$ cat src/rtl/tpm_bus_arbiter.sv
// Arbitrates TPM SPI byte traffic and an internal requester onto one backend bus.
// Build option: define TPM_ARB_TIMEOUT_EN to abandon backend waits after TIMEOUT_CYCLES.
module tpm_bus_arbiter #(
  parameter int unsigned TIMEOUT_CYCLES = 255
) (
  input  logic        clk_i,
  input  logic        rst_i,
  // SPI peripheral side
  input  logic [7:0]  spi_data_o,
  input  logic [15:0] spi_addr_o,
  input  logic        spi_data_wr,
  output logic        spi_wr_done,
  input  logic        spi_data_req,
  output logic [7:0]  spi_data_i,
  output logic        spi_data_rd,
  // Internal requester
  input  logic        int_req,
  input  logic        int_we,
  input  logic [15:0] int_addr,
  input  logic [7:0]  int_wdata,
  output logic [7:0]  int_rdata,
  output logic        int_ack,
  // Backend bus
  output logic        bus_req,
  output logic        bus_we,
  output logic [15:0] bus_addr,
  output logic [7:0]  bus_wdata,
  input  logic [7:0]  bus_rdata,
  input  logic        bus_ack
);

  typedef enum logic [1:0] {StIdle, StBus, StSpiHold} state_e;

  state_e      state_q, state_d;
  logic        last_int_q, last_int_d;  // most recent grant went to the internal requester
  logic        own_int_q, own_int_d;    // current backend owner is the internal requester
  logic        spi_wr_q, spi_wr_d;      // current SPI byte is a write
  logic        bus_req_q, bus_req_d;
  logic        bus_we_q, bus_we_d;
  logic [15:0] bus_addr_q, bus_addr_d;
  logic [7:0]  bus_wdata_q, bus_wdata_d;
  logic        wr_done_q, wr_done_d;
  logic        rd_vld_q, rd_vld_d;
  logic [7:0]  spi_rdata_q, spi_rdata_d;
  logic        int_ack_q, int_ack_d;
  logic [7:0]  int_rdata_q, int_rdata_d;

  logic        spi_wr_pend;
  logic        spi_rd_pend;
  logic        spi_pend;
  logic        int_pend;
  logic        grant_spi;
  logic        grant_int;
  logic        bus_done;
  logic [7:0]  done_rdata;

  assign spi_wr_pend = spi_data_wr & ~wr_done_q;
  assign spi_rd_pend = spi_data_req & ~rd_vld_q;
  assign spi_pend    = spi_wr_pend | spi_rd_pend;
  // The ack cycle masks int_req so a requester that drops on int_ack is not granted twice.
  assign int_pend    = int_req & ~int_ack_q;
  assign grant_spi   = spi_pend & (~int_pend | last_int_q);
  assign grant_int   = int_pend & ~grant_spi;

`ifdef TPM_ARB_TIMEOUT_EN
  localparam int unsigned CntW = $clog2(TIMEOUT_CYCLES + 1);

  logic [CntW-1:0] cnt_q, cnt_d;
  logic            timeout;

  assign timeout = (cnt_q == CntW'(TIMEOUT_CYCLES - 1));

  always_comb begin
    cnt_d = '0;
    if (state_q == StBus && !bus_ack) begin
      cnt_d = cnt_q + CntW'(1);
    end
  end

  always_ff @(posedge clk_i) begin
    if (rst_i) begin
      cnt_q <= '0;
    end else begin
      cnt_q <= cnt_d;
    end
  end

  assign bus_done   = bus_ack | timeout;
  assign done_rdata = bus_ack ? bus_rdata : 8'hFF;
`else
  logic unused_timeout;
  assign unused_timeout = ^TIMEOUT_CYCLES;
  assign bus_done       = bus_ack;
  assign done_rdata     = bus_rdata;
`endif

  always_comb begin
    state_d     = state_q;
    last_int_d  = last_int_q;
    own_int_d   = own_int_q;
    spi_wr_d    = spi_wr_q;
    bus_req_d   = bus_req_q;
    bus_we_d    = bus_we_q;
    bus_addr_d  = bus_addr_q;
    bus_wdata_d = bus_wdata_q;
    wr_done_d   = wr_done_q;
    rd_vld_d    = rd_vld_q;
    spi_rdata_d = spi_rdata_q;
    int_ack_d   = 1'b0;
    int_rdata_d = int_rdata_q;

    unique case (state_q)
      StIdle: begin
        if (grant_spi) begin
          own_int_d   = 1'b0;
          last_int_d  = 1'b0;
          spi_wr_d    = spi_wr_pend;
          bus_req_d   = 1'b1;
          bus_we_d    = spi_wr_pend;
          bus_addr_d  = spi_addr_o;
          bus_wdata_d = spi_wr_pend ? spi_data_o : 8'h00;
          state_d     = StBus;
        end else if (grant_int) begin
          own_int_d   = 1'b1;
          last_int_d  = 1'b1;
          bus_req_d   = 1'b1;
          bus_we_d    = int_we;
          bus_addr_d  = int_addr;
          bus_wdata_d = int_wdata;
          state_d     = StBus;
        end
      end

      StBus: begin
        if (bus_done) begin
          bus_req_d = 1'b0;
          if (own_int_q) begin
            int_ack_d = 1'b1;
            if (!bus_we_q) begin
              int_rdata_d = done_rdata;
            end
            state_d = StIdle;
          end else begin
            if (spi_wr_q) begin
              wr_done_d = 1'b1;
            end else begin
              rd_vld_d    = 1'b1;
              spi_rdata_d = done_rdata;
            end
            state_d = StSpiHold;
          end
        end
      end

      StSpiHold: begin
        if (spi_wr_q ? !spi_data_wr : !spi_data_req) begin
          wr_done_d = 1'b0;
          rd_vld_d  = 1'b0;
          state_d   = StIdle;
        end
      end

      default: state_d = StIdle;
    endcase
  end

  always_ff @(posedge clk_i) begin
    if (rst_i) begin
      state_q     <= StIdle;
      last_int_q  <= 1'b1;
      own_int_q   <= 1'b0;
      spi_wr_q    <= 1'b0;
      bus_req_q   <= 1'b0;
      bus_we_q    <= 1'b0;
      bus_addr_q  <= 16'h0000;
      bus_wdata_q <= 8'h00;
      wr_done_q   <= 1'b0;
      rd_vld_q    <= 1'b0;
      spi_rdata_q <= 8'h00;
      int_ack_q   <= 1'b0;
      int_rdata_q <= 8'h00;
    end else begin
      state_q     <= state_d;
      last_int_q  <= last_int_d;
      own_int_q   <= own_int_d;
      spi_wr_q    <= spi_wr_d;
      bus_req_q   <= bus_req_d;
      bus_we_q    <= bus_we_d;
      bus_addr_q  <= bus_addr_d;
      bus_wdata_q <= bus_wdata_d;
      wr_done_q   <= wr_done_d;
      rd_vld_q    <= rd_vld_d;
      spi_rdata_q <= spi_rdata_d;
      int_ack_q   <= int_ack_d;
      int_rdata_q <= int_rdata_d;
    end
  end

  assign spi_wr_done = wr_done_q;
  assign spi_data_rd = rd_vld_q;
  assign spi_data_i  = spi_rdata_q;
  assign int_ack     = int_ack_q;
  assign int_rdata   = int_rdata_q;
  assign bus_req     = bus_req_q;
  assign bus_we      = bus_we_q;
  assign bus_addr    = bus_addr_q;
  assign bus_wdata   = bus_wdata_q;

endmodule
$ cat config.mk
export PLATFORM = sky130hd
export DESIGN_NAME = tpm_bus_arbiter
export DESIGN_NICKNAME = d
export VERILOG_FILES = /design/src/rtl/tpm_bus_arbiter.sv
export SDC_FILE = /design/constraint.sdc
export NUM_CORES = 1
export LEC_CHECK = 0
export CORE_MARGIN = 2
export CORE_UTILIZATION = 41
export DETAILED_ROUTE_END_ITERATION = 10
export PLACE_DENSITY_LB_ADDON = 0.3
export SYNTH_ARGS = -nofsm -noshare
export SYNTH_HDL_FRONTEND = slang
export SYNTH_SLANG_ARGS = --single-unit
$ cat constraint.sdc
create_clock -name clk_i -period 1.76 [get_ports clk_i]
set_clock_uncertainty 0.05 [all_clocks]
set_input_delay 0.352 -clock clk_i [delete_from_list [all_inputs] [get_ports clk_i]]
set_output_delay 0.352 -clock clk_i [all_outputs]
set_load 0.01 [all_outputs]
==> summary.txt, run 1 <==
Yosys
  • Post-synthesis sequential area ratio: between 40 and 50%
  • Distinct cells, synth: 37
  • Post-synthesis register bit count: 50
  • Most used DFF post-synth: dfxtp_1
  • Largest family of logic cells by synthesized area: compound AO/OA/AOI/OAI gates
  • Post-Syn Nets: 300
  • Post-Synth Simple-Gate Area: 20.44%
  • Asr flop ratio synth: 0%
  • Synth Area in Compound Gates: between 20% and 30%
  • Gate count after technology mapping: 237
  • Synth Cell Area: 2252 um^2
  • Yosys warning count: 0
  • Xor/xnor share of the synthesized area: 0%
  • Syn avg cell area: 9.503 um^2
  • Mux cell area share after synthesis: 8.000%
  • Adder-Cell Fraction of Synth Area: 0%
  • Post-synth EDFFs: 0

Setup path
  • Crit path capture: bus_addr[3]$_SDFFE_PP0P_
  • WS Path Type: in -> reg
  • Buffers and inverters on the worst path: 2
  • Worst Path Max Fanout: 28
  • Crit-path slowest cell: clkdlybuf4s50_1
  • Setup crit start: spi_data_wr
  • CP startpoint kind: input pin
  • Crit path capture type: register
  • Reg2Reg Depth: 4
  • R2r startpoint: state_q[0]$_SDFFE_PP0P_
  • Worst R2R End: int_rdata[3]$_SDFFE_PP0P_
  • CP required: 1.93 ns
  • Crit path depth: 6
  • Worst Path Arrival: 1.83 ns
  • Crit path largest cell delay: 0.51 ns
  • CP cell instances: clkdlybuf4s50_1 > and2b_4 > o31a_1 > buf_12 > nor2_1 > a311oi_2
  • R2R Setup Slk: 0.12 ns
  • Top delay family on crit path: buffers and inverters

Drt
  • Via count: 2,131
  • Avg WL per Cell: between 10 and 15 um
  • Detailed Route WL: 5913 um
  • Detailed router's first-iteration violation count: 133
  • Residual DRC count: 0
  • Drt first pass iters: 4
  • Post-route ant nets: 0
  • Vias/cell: between 4 and 5

Floorplanning
  • Starting density of the core: 43.27%
  • Cell Rows: 26
  • Die height: 78.12 um
  • Die width: 78.12 um
  • Core area: 5205 um^2
  • Die area: approximately 6000 um^2
  • # IOs: approximately 110

Layout
  • Filler instances: about 400
  • Nets: 419
  • Fraction of layout cells with a size suffix above 1: 16.25%
  • Commonest cells after routing, fill and taps aside: clkdlybuf4s50_1 (105), dfxtp_1 (50), nand2_1 (42), nor2_1 (38), mux2i_1 (18)
  • Commonest non-fill, non-tap cell in the layout: clkdlybuf4s50_1
  • Post-Layout Cell Count: 427
  • Layout area overhead: 61.39%
  • Antenna diodes: 0

Placed design
  • Cells after DPL: 418
  • I/O Buffers: 107
  • HPWL after DPL: 4483 um
  • RD Place Congestion: 0.7906

Clocking
  • Htree depth: 2
  • Num CTS Buffers: 5
  • Clock Path Buffers: 2
  • Clk sink count: 50
  • Post-CTS setup buffers: 0
  • CTS tree: done
  • Root Buffer Master: clkbuf_8
  • Worst skew pair latency: around 0.30 ns
  • Clock transition at path regs: 0.09 ns

Global routing
  • Total Routing Usage GR: 19.47%
  • Gr ovfl total: 0
  • Initial antenna violation count: 0
  • Vias in the first global route: approximately 2.0k
  • Global-route wire length before repair: 9542 um
  • Pin count of the biggest net entering global routing: 29

Timing
  • RSZ-0062 raised after global routing: no
  • Setup violations, final: 0
  • Least-Margin Pin Slew: 0.4442 ns
  • Fin. Hold Viols: 0
  • Final Max Tran Viols: 0
  • Hold Slack: 0.4043 ns
  • Slew margin rel.: 70.39%
  • Final period util: 94.51%
  • Fmax: around 600 MHz
  • Period minus WS final: approximately 1.7 ns

Outcome
  • Status: completed

Power
  • P_int: 2244 uW
  • Total Power: 3159 uW
  • Gate power share: 32.6%
  • Psw: 915.0 uW
  • Switching Fraction: 28.96%
  • P_leak: about 0.0014 uW
  • Clock power frac: about a quarter
  • Worst vdd rail ir drop: 550.2 uV
  • Reg power frac: 42.3%
  • PD cells: 869.2 nW/um^2

Worst hold path
  • Hold path startpoint: bus_wdata[4]$_SDFFE_PP0P_
  • Hold/Removal Path Class: reg -> reg

Flow run
  • Max cap viols: 0
==> worst min-delay path by stage <==
stage                                             to  slack [ns]  cells after the start
after floorplan            bus_wdata[0]$_SDFFE_PP0P_        0.43                      2
after global placement     bus_wdata[4]$_SDFFE_PP0P_        0.39                      2
after detailed placement   bus_wdata[4]$_SDFFE_PP0P_        0.40                      2
after CTS                 spi_data_i[6]$_SDFFE_PP0P_        0.41                      2
after global routing       bus_wdata[3]$_SDFFE_PP0P_        0.43                      2
final                      bus_wdata[4]$_SDFFE_PP0P_        0.40                      2
==> state kept, by name, summed over array words and instances, names as in the netlist <==
name,flops
bus_wdata,8
state_q,2
spi_wr_q,1
spi_data_rd,1
own_int_q,1
bus_addr,16
int_rdata,8
bus_we,1
spi_wr_done,1
int_ack,1
last_int_q,1
spi_data_i,8
bus_req,1
==> cell type report <==
class	instances	area, um^2	share of cell area [%]
timing repair buffer	129	1281	35.25
multi-input combinational	166	1139	31.33
sequential	50	1001	27.54
tap	70	87.58	2.410
clock buffer	5	68.82	1.893
clock inverter	3	40.04	1.102
inverter	4	17.52	0.4819
==> cell usage after synthesis, drive strengths merged (2+ instances only) <==
master	n	share of area [%]
nor3	3	0.89
nor3b	2	0.89
buf	12	4.1
nor2	38	6.3
nand2	42	7.0
a32oi	8	3.1
clkbuf	5	0.83
nor4b	2	0.78
a311oi	16	11
dfxtp	50	44
o31ai	2	0.89
a21oi	15	3.8
nand3	3	0.67
mux2i	18	8.0
nand2b	3	0.83
o21ai	2	0.61
inv	4	0.78
o31a	2	0.78
nor4	2	1.2
and2b	2	0.78
==> metrics by stage <==
stage | worst slack (ns) | util (%) | instance area, um^2 | setup TNS, ns
after floorplan | 0.2289 | - | 2252 | 0
after global placement | -0.1762 | 67.43 | 3510 | -5.456
after detailed placement | -0.2051 | 67.43 | 3510 | -6.320
after CTS | 0.05616 | 69.52 | 3618 | 0
after global routing | 0.01257 | 69.83 | 3635 | 0
final | 0.09654 | 69.83 | 3635 | 0
==> worst register-to-register path, cell delays in order (launching register included) <==
cell	delay (ns)
dfxtp_1	0.56
inv_4	0.08
or4_4	0.60
mux2i_1	0.19
nor2_1	0.05
==> per-layer routing <==
layer,vias to the layer above,share of wire (%),track usage [%]
li1,1077,-,-
met1,987,42,24.22
met2,58,49,32.33
met3,9,7.1,5.862
met4,0,1.6,6.316
met5,-,0,0
==> timing repair <==
action / CTS / global route
setup endpoints to repair: 0 / 3
endpoints found under the hold margin: 0 / 0
resized for setup: 0 / 4
hold buffers: 0 / 0
==> cells by family after synthesis <==
family	Yosys count
mux	18
buf+inv	21
simple gates	100
flops	50
compound gates	48
==> power by group through the flow <==
stage	sequential, uW	combinational (uW)	clock (uW)
2_1_floorplan	1390	488	0
3_3_place_gp	1360	1010	0
3_5_place_dp	1360	1020	0
4_1_cts	1340	1030	819
5_1_grt	1350	1120	861
6_report	1340	1030	792
Note: power is estimated with default switching activity, not from simulation.
==> run 2, diff against run 1 <==
--- a/config.mk
+++ b/config.mk
@@ -8,6 +8,7 @@
 export CORE_MARGIN = 2
 export CORE_UTILIZATION = 41
 export DETAILED_ROUTE_END_ITERATION = 10
+export GPL_ROUTABILITY_DRIVEN = 1
 export PLACE_DENSITY_LB_ADDON = 0.3
 export SYNTH_ARGS = -nofsm -noshare
 export SYNTH_HDL_FRONTEND = slang
==> results of run 2 <==
Final layout, timing and power as in run 1 (identical DEF).
==> run 3, diff against run 2 <==
==> constraint.sdc (replaced) <==
create_clock -name clk_i -period 1.9 [get_ports clk_i]
set_clock_uncertainty 0.05 [all_clocks]
set_input_delay 0.38 -clock clk_i [delete_from_list [all_inputs] [get_ports clk_i]]
set_output_delay 0.38 -clock clk_i [all_outputs]
set_load 0.01 [all_outputs]
==> run 3 against run 2 <==
Compared with the run above: clock power fell by 4.9%; wire length grew 1.3%; sequential power is 7% lower; sequential share of layout area is 0.15 points higher; register-to-register slack gained 0.15 ns; total power shrank 7.0%; non-clock buffer count down 2.
==> summary.txt, run 3 (synthesis results as in run 1) <==
Global routing
  • Gr ovfl total: 0 (unchanged)
  • Vias in the first global route: 2,187 (+8.9%)
  • Total Routing Usage GR: 20.33% (+0.86 points)
  • Pin count of the biggest net entering global routing: 29 (unchanged)
  • Global-route wire length before repair: 10,060 um (+5.4%)
  • Initial antenna violation count: 0 (unchanged)

Floorplanning
  • # IOs: 108 (unchanged)
  • Die width: 78.12 um (unchanged)
  • Die height: 78.12 um (unchanged)
  • Cell Rows: 26 (unchanged)
  • Core area: 5205 um^2 (unchanged)
  • Die area: 6102 um^2 (unchanged)
  • Starting density of the core: 43.27% (unchanged)

Layout
  • Filler instances: 420 (+5.3%)
  • Footprint of the multi-input gates: 1130 um^2 (-0.77%)
  • Antenna diodes: 0 (unchanged)
  • Fraction of layout cells with a size suffix above 1: 15.77% (-0.47 points)
  • Core Util, Final: 69.45% (-0.38 points)
  • Layout area overhead: 60.50%
  • Commonest non-fill, non-tap cell in the layout: clkdlybuf4s50_1
  • Max reg flops: 16 (unchanged)
  • Commonest cells after routing, fill and taps aside: clkdlybuf4s50_1 (106), dfxtp_1 (50), nand2_1 (42), nor2_1 (38), mux2i_1 (18)
  • Nets: 417 (-0.48%)
  • Area occupied by registers: 1001 um^2 (unchanged)

Setup path
  • Worst Path Max Fanout: 10 (-64%)
  • R2r startpoint: state_q[0]$_SDFFE_PP0P_
  • CP startpoint kind: input pin
  • WS Path Type: in -> reg
  • Worst Path Arrival: 1.90 ns (+0.07 ns)
  • CP cell instances: clkdlybuf4s50_1 > and2b_1 > buf_4 > o31ai_2 > buf_4 > a21oi_1 > a21oi_1
  • Crit path largest cell delay: 0.46 ns (-0.05 ns)
  • Crit path capture type: register
  • Worst R2R End: int_rdata[1]$_SDFFE_PP0P_
  • R2R Setup Slk: 0.27 ns (+0.15 ns)
  • CP required: 2.08 ns (+0.15 ns)
  • Crit-path slowest cell: clkdlybuf4s50_1
  • Reg2Reg Depth: 4 (unchanged)

Power
  • PD cells: 812.6 nW/um^2 (-6.5%)
  • Clock power frac: 25.6% (+0.5 points)
  • Gate power share: 32.2% (-0.4 points)
  • P_leak: 0.001390 uW (-1.9%)
  • Worst vdd rail ir drop: 484.6 uV (-12%)
  • Total Power: 2937 uW (-7.0%)
  • Psw: 857.9 uW (-6.2%)
  • Switching Fraction: 29.21% (+0.24 points)
  • Reg power frac: 42.1% (-0.2 points)
  • P_int: 2079 uW (-7.3%)

Outcome
  • Status: completed

Timing
  • Setup ws final: 0.1783 ns (+0.08172 ns)
  • Final period util: 90.62%
  • RSZ-0062 raised after global routing: no
  • Period minus WS final: 1.722 ns
  • Slew margin rel.: 67.93% (-2.5 points)
  • Hold Slack: 0.4054 ns (+0.001128 ns)
  • Fin. Hold Viols: 0 (unchanged)
  • Final Max Tran Viols: 0 (unchanged)
  • Setup violations, final: 0 (unchanged)
  • Least-Margin Pin Slew: 0.4811 ns (+0.03691 ns)
  • Fmax: roughly 580 MHz

Placed design
  • RD Place Congestion: 0.8199 (+3.7%)
  • HPWL after DPL: 4486 um (about the same)
  • I/O Buffers: 107 (unchanged)
  • Dpl ws: -0.1218 ns (+0.08335 ns)

Clocking
  • Htree depth: 2 (unchanged)
  • Clock Path Buffers: 2 (unchanged)
  • Worst skew pair latency: 0.30 ns (about the same)
  • Post-cts gate resize count: 0 (unchanged)
  • Root Buffer Master: clkbuf_8
  • Num CTS Buffers: 5 (unchanged)
  • Clock transition at path regs: 0.09 ns (about the same)
  • Clk sink count: 50 (unchanged)
  • Cts hold-fix bufs: 0 (unchanged)
  • Post-CTS setup buffers: 0 (unchanged)
  • CTS tree: done

Drt
  • Post-route ant nets: 0 (unchanged)
  • Drt first pass iters: 4 (unchanged)
  • Detailed router's first-iteration violation count: 125 (-6.0%)
  • Detailed Route WL: 5989 um (+1.3%)
  • Via count: 2,168 (+1.7%)
  • Residual DRC count: 0 (unchanged)
  • Vias/cell: 5.101 (+2.2%)
  • Avg WL per Cell: 14.09 um (+1.8%)

Worst hold path
  • Hold path startpoint: bus_wdata[4]$_SDFFE_PP0P_
  • Hold/Removal Path Class: reg -> reg
  • Hold Path Cell Cnt: 2 (unchanged)
  • Worst Hold End: bus_wdata[4]$_SDFFE_PP0P_

Flow run
  • Max cap viols: 0 (unchanged)
[run 3: cell types whose count changed in the layout (fill, tap and decap cells not counted), sizes merged]
cell,delta
buf,-2
clkdlybuf4s50,+1
clkinv,-1
dlymetal6s2s,-1
inv,+1
[run 3: how the worst max path moves through the flow]
stage | from | to | slack (ns) | cells after the start
detailed placement | spi_data_req | bus_we$_SDFFE_PP0P_ | -0.12 | 7
CTS | spi_data_rd$_SDFFE_PP0P_ | spi_data_rd | 0.15 | 1
global route | spi_data_req | bus_wdata[7]$_SDFFE_PP0P_ | 0.09 | 7
floorplan | spi_data_rd$_SDFFE_PP0P_ | bus_addr[10]$_SDFFE_PP0P_ | 0.37 | 6
global placement | spi_data_req | bus_we$_SDFFE_PP0P_ | -0.06 | 7
finish | spi_data_req | bus_we$_SDFFE_PP0P_ | 0.18 | 7
[run 3: worst max-delay path: cells and delay by family]
family,cells,cell delay (ns)
buf+inv,3,0.85
compound gates,3,0.47
simple gates,1,0.19
[run 3: metal layers]
| layer | part of all wire (%) | track usage, % |
|---|---|---|
| met1 | 42 | 24.37 |
| met2 | 50 | 35.26 |
| met4 | 1.3 | 5.263 |
| met5 | 0 | 0 |
| met3 | 6.7 | 6.437 |
[run 3: layout make-up]
cell class / count / share of cell area [%]
repair buffers: 127 / 35.03
multi-input cells: 166 / 31.26
flip-flops and latches: 50 / 27.69
well taps: 70 / 2.423
clock buffers: 5 / 1.904
clock inverters: 3 / 1.211
inverters: 4 / 0.4846
[run 3: power by group through the flow]
stage,combinational (uW),clock (uW),sequential [uW]
after floorplan,452,0,1290
after CTS,955,772,1240
after global placement,930,0,1260
after global routing,1030,817,1250
final,946,753,1240
after detailed placement,950,0,1260
[run 3: stage by stage]
| step | area [um^2] | setup TNS (ns) | cells |
|---|---|---|---|
| 6_report | 3615 | 0 | 425 |
| 2_1_floorplan | 2252 | 0 | 237 |
| 3_5_place_dp | 3502 | -1.758 | 417 |
| 3_3_place_gp | 3502 | -0.5479 | 417 |
| 5_1_grt | 3615 | 0 | 425 |
| 4_1_cts | 3615 | 0 | 425 |
==> variant 1: new RTL, config.mk and constraints of run 3 <==
Build with the macro `TPM_ARB_TIMEOUT_EN` defined.
--- a/src/rtl/tpm_bus_arbiter.sv
+++ b/src/rtl/tpm_bus_arbiter.sv
@@ -1,5 +1,7 @@
 // Arbitrates TPM SPI byte traffic and an internal requester onto one backend bus.
 // Build option: define TPM_ARB_TIMEOUT_EN to abandon backend waits after TIMEOUT_CYCLES.
+`define TPM_ARB_TIMEOUT_EN
+
 module tpm_bus_arbiter #(
   parameter int unsigned TIMEOUT_CYCLES = 255
 ) (
Function: no difference found for any inputs over 4 cycles, from zero or initial values and one cycle with rst_i high; that may be too few to reach the edited logic, so the function may still have changed.
==> variant 1 against run 3 <==
Wire length up 18%; power up 24%; count of clock-buffer cells in the layout up 9; synthesized cell count up 25%; final area up 13%; core utilization down 3.7 points; area after synthesis up 16%; setup slack worse by 0.024 ns; sequential cell count up 8; highest routed layer unchanged.
==> variant 1: results (changes against run 3) <==
stage,metric,value,unit,change
outcome,status,"finished, final reports clean",,unchanged
final_layout,clock-cell share of area,0.04453,,was 0.03115
final_layout,comb_multi_in,215,,was 166
placement,cell count after placement,492,,was 417
final_layout,Non-clk bufs,137,,was 127
placement,RePlAce Congestion,0.8050,,was 0.8199
route,Via Count,2581,,was 2168
critical_path,CP arrival,1.32,ns,was 1.90 ns
final_layout,Inverters,5,,was 4
clock_network,H-tree levels,3,,was 2
route,wire length per cell,13.85,um,was 14.09 um
yosys,Mapped Nets,361,,was 300
final_layout,FF+latch area,1161,sq um,was 1001 sq um
yosys,Synth area leaders,"dfxtp_1, a311oi_2, nor2_1",,"was dfxtp_1, a311oi_2, mux2i_1"
yosys,syn avg cell area,8.805,sq um,was 9.503 sq um
critical_path,worst setup path startpoint,spi_wr_done$_SDFFE_PP0P_,,was spi_data_req
power_and_ir_drop,worst vdd ir,0.5499,mV,was 0.4846 mV
grt,All-Layer GR Usage,0.2059,,was 0.2033
yosys,"FF+latch count, synth",58,,was 50
grt,first-pass GRT wire length,11.79,mm,was 10.06 mm
route,1st-pass router iterations,6,,was 4
route,Initial DRC Count,76,,was 125
final_layout,Final Instance Count excl. Fillers,508,,was 425
hold_path,Worst Hold Class,in2reg,,was reg2reg
clock_network,clock-pin slew on the worst setup and hold paths,0.07,ns,was 0.09 ns
placement,placed instance area,3920,sq um,was 3502 sq um
clock_network,total clock buffers created by CTS,9,,was 5
placement,Post-DP HPWL,5.171,mm,was 4.486 mm
final_layout,layout clock buffer count,14,,was 5
clock_network,# Post-CTS Setup Buffers,0,,unchanged
clock_network,post-CTS sizing,0,,unchanged
final_layout,Fillers,532,,was 420
final_layout,multi-input logic area,1328,sq um,was 1130 sq um
power_and_ir_drop,leakage,0.001526,uW,was 0.001390 uW
critical_path,crit-path max FO,4,,was 10
grt,initial antenna violation count,0,,unchanged
clock_network,CTS max path bufs,2,,unchanged
timing,Slew @ Worst Pin,0.5188,ns,was 0.4811 ns
final_layout,buffer share of cell area,0.3208,,was 0.3503
final_layout,share of post-route cells with drive strength above 1,0.1671,,was 0.1577
yosys,Unique masters post-synth,45,,was 37
yosys,Commonest cells post-synth,"dfxtp_1, nor2_1, nand2_1, a21oi_1, nor3_1",,"was dfxtp_1, nand2_1, nor2_1, mux2i_1, a311oi_2"
clock_network,Clock Latency Late Sink,0.33,ns,was 0.30 ns
grt,number of global-route vias before repair,2526,,was 2187
clock_network,Clk Tree Root Cell,clkbuf_8,,unchanged
grt,largest net degree at the start of global routing,33,,was 29
power_and_ir_drop,PwrDens,887.0,nW/um^2,was 812.6 nW/um^2
yosys,register area share after synthesis,0.4455,,was 0.4444
hold_path,Hold Path Origin,rst_i,,was bus_wdata[4]$_SDFFE_PP0P_
power_and_ir_drop,Net Switching,1078,uW,was 857.9 uW
critical_path,Max stage delay on crit path,0.57,ns,was 0.46 ns
[variant 1: per-layer routing]
metal | routed length, um | up-vias | share of wire | global-route usage
met1 | 3221 | 1177 | 0.46 | 0.2651
met5 | 0 | - | 0 | 0
li1 | - | 1309 | - | -
met3 | 466 | 7 | 0.066 | 0.05242
met4 | 80 | 0 | 0.011 | 0.08504
met2 | 3269 | 88 | 0.46 | 0.3287
[variant 1: final timing paths]
path / endpoint / slack, ns / depth (start not counted)
max: spi_wr_done / 0.15 / 1
min: spi_wr_q$_SDFFE_PP0P_ / 0.31 / 2
max reg2reg: int_rdata[4]$_SDFFE_PP0P_ / 0.23 / 4
min reg2reg: bus_wdata[1]$_SDFFE_PP0P_ / 0.40 / 2
[variant 1: cell families after synthesis]
| family | synth area share |
|---|---|
| muxes | 0.003841 |
| AOI/OAI and AO/OA | 0.2156 |
| and+or+nand+nor | 0.2636 |
| xor gates and xnor gates | 0.01680 |
| adders and majority gates | 0.009600 |
| buffers and inverters | 0.04513 |
| DFF | 0.4455 |
[variant 1: through the flow]
step / power, uW / utilization / hold WS (ns) / setup WS, ns
after floorplan: 2037 / - / 0.3911 / 0.3734
after global placement: 2592 / 0.6281 / 0.3885 / -0.06562
after detailed placement: 2618 / 0.6281 / 0.3932 / -0.1303
after CTS: 3669 / 0.6574 / 0.3032 / 0.1395
after global routing: 3846 / 0.6574 / 0.3292 / 0.07810
final: 3639 / 0.6574 / 0.3080 / 0.1544
[variant 1: power by group through the flow]
stage | Combinational [uW] | Clock, uW | Sequential, uW
2_1_floorplan | 524 | 0 | 1510
3_3_place_gp | 1110 | 0 | 1480
3_5_place_dp | 1140 | 0 | 1480
4_1_cts | 1140 | 1070 | 1450
5_1_grt | 1240 | 1140 | 1470
6_report | 1140 | 1050 | 1460
==> variant 2: new RTL, settings of run 3 <==
Without the edit above. The 3 states of `state_e` get a one-hot encoding in 3 bits.
--- a/src/rtl/tpm_bus_arbiter.sv
+++ b/src/rtl/tpm_bus_arbiter.sv
@@ -29,7 +29,7 @@
   input  logic        bus_ack
 );
 
-  typedef enum logic [1:0] {StIdle, StBus, StSpiHold} state_e;
+  typedef enum logic [2:0] {StIdle = 3'b001, StBus = 3'b010, StSpiHold = 3'b100} state_e;
 
   state_e      state_q, state_d;
   logic        last_int_q, last_int_d;  // most recent grant went to the internal requester
Formal check against the unedited RTL: same outputs for any inputs over 10 cycles, from zero or initial values and one cycle with rst_i high; not proved beyond that.
==> variant 2 against run 3 <==
Setup slack gained 0.0063 ns; final area grew 0.24%; critical path depth shrank 2; wire length shrank 1.7%; sequential cell count grew 1; first-iteration DRC count grew 35%; maximum frequency grew 0.37%; power grew 27%; area after synthesis shrank 1.4%; register-to-register slack lost 0.04 ns.
==> variant 2: results (changes against run 3) <==
stage,metric,value,unit,change
route,Initial DRC Count,169,,was 125
yosys,fraction of the mapped netlist area in adder cells,0,,unchanged
power_and_ir_drop,leakage,0.001470,uW,was 0.001390 uW
timing,min cycle time layout,1.715,ns,was 1.722 ns
yosys,Post-synth top flop,dfxtp_1,,unchanged
timing,Slew HR,0.5513,,was 0.6793
placement,placed instance area,3482,sq um,was 3502 sq um
hold_path,Worst Hold Class,reg2reg,,unchanged
route,post-DR vias/cell,5.184,,was 5.101
critical_path,worst reg2reg setup slack,0.23,ns,was 0.27 ns
final_layout,final net count,405,,was 417
critical_path,crit-path max FO,9,,was 10
grt,largest net degree at the start of global routing,32,,was 29
final_layout,share of post-route cells with drive strength above 1,0.1370,,was 0.1577
placement,Post-DP HPWL,4.288,mm,was 4.486 mm
route,wire length per cell,14.26,um,was 14.09 um
yosys,Mapped Nets,287,,was 300
grt,first-pass GRT wire length,9.370,mm,was 10.06 mm
yosys,syn avg cell area,9.909,sq um,was 9.503 sq um
grt,grt ovf,0,,unchanged
yosys,proportion of synthesized area in mux cells,0.1539,,was 0.08000
power_and_ir_drop,worst vdd ir,0.5114,mV,was 0.4846 mV
outcome,status,"finished, final reports clean",,unchanged
placement,RePlAce Congestion,0.9023,,was 0.8199
clock_network,Clk Tree Root Cell,clkbuf_8,,unchanged
placement,pre-CTS WS,-0.1051,ns,was -0.1218 ns
yosys,Synth Area in Compound Gates,0.2097,,was 0.2144
timing,hold_ws,0.4181,ns,was 0.4054 ns
yosys,Synth area leaders,"dfxtp_1, mux2i_1, a21oi_2",,"was dfxtp_1, a311oi_2, mux2i_1"
yosys,XOR/XNOR share of the synthesized area,0,,unchanged
route,Via Count,2141,,was 2168
yosys,Commonest cells post-synth,"dfxtp_1, mux2i_1, nor2_1, a21oi_1, o21ai_1",,"was dfxtp_1, nand2_1, nor2_1, mux2i_1, a311oi_2"
grt,All-Layer GR Usage,0.1922,,was 0.2033
grt,initial antenna violation count,0,,unchanged
yosys,register area share after synthesis,0.4600,,was 0.4444
## variant 2: changes by cell type after synthesis, sizes merged, moves of 6 or more
cell and change:
o21ai +19, nor2 -19, mux2i +15, nand2 -38, a21oi +15, buf -6
a32oi -8, a311oi -16, nand4 +10, a22oi +8
## variant 2: final cells by class
cell class / count / area, sq um
flip-flops and latches: 51 / 1021
multi-input cells: 156 / 1111
well taps: 70 / 87.58
repair buffers: 125 / 1256
clock buffers: 5 / 68.82
inverters: 3 / 11.26
clock inverters: 3 / 67.56
fillers: 403 / 1549
## variant 2: report_power, final
part	total, uW	switching, uW	internal, uW
registers	1380	125	1260
logic	1450	661	792
clock network	881	356	525
## variant 2: critical path, cell delays in order
cell             delay (ns)
clkdlybuf4s50_1        0.44
nor2b_1                0.17
o21ai_1                0.55
nand4_1                0.18
a21oi_1                0.18
## variant 2: metal layers
| metal | GRT usage | share of wire | vias to the layer above |
|---|---|---|---|
| met3 | 0.04535 | 0.053 | 7 |
| li1 | - | - | 1054 |
| met4 | 0.06786 | 0.010 | 0 |
| met1 | 0.2285 | 0.41 | 1010 |
| met2 | 0.3362 | 0.53 | 70 |
| met5 | 0 | 0 | - |
## variant 2: final timing paths
check / from / to / cells after the start
max: spi_data_wr / bus_wdata[7]$_SDFFE_PP0P_ / 5
min: bus_req$_SDFFE_PP0P_ / bus_req$_SDFFE_PP0P_ / 2
max reg2reg: state_q[0]$_SDFFE_PP1P_ / bus_addr[6]$_SDFFE_PP0P_ / 5
min reg2reg: bus_req$_SDFFE_PP0P_ / bus_req$_SDFFE_PP0P_ / 2
## variant 2: repair_timing
action                                  4_1_cts  5_1_grt
gates resized for setup                       0        1
hold buffers                                  0        0
endpoints found under the setup margin        0        4
endpoints found under the hold margin         0        0
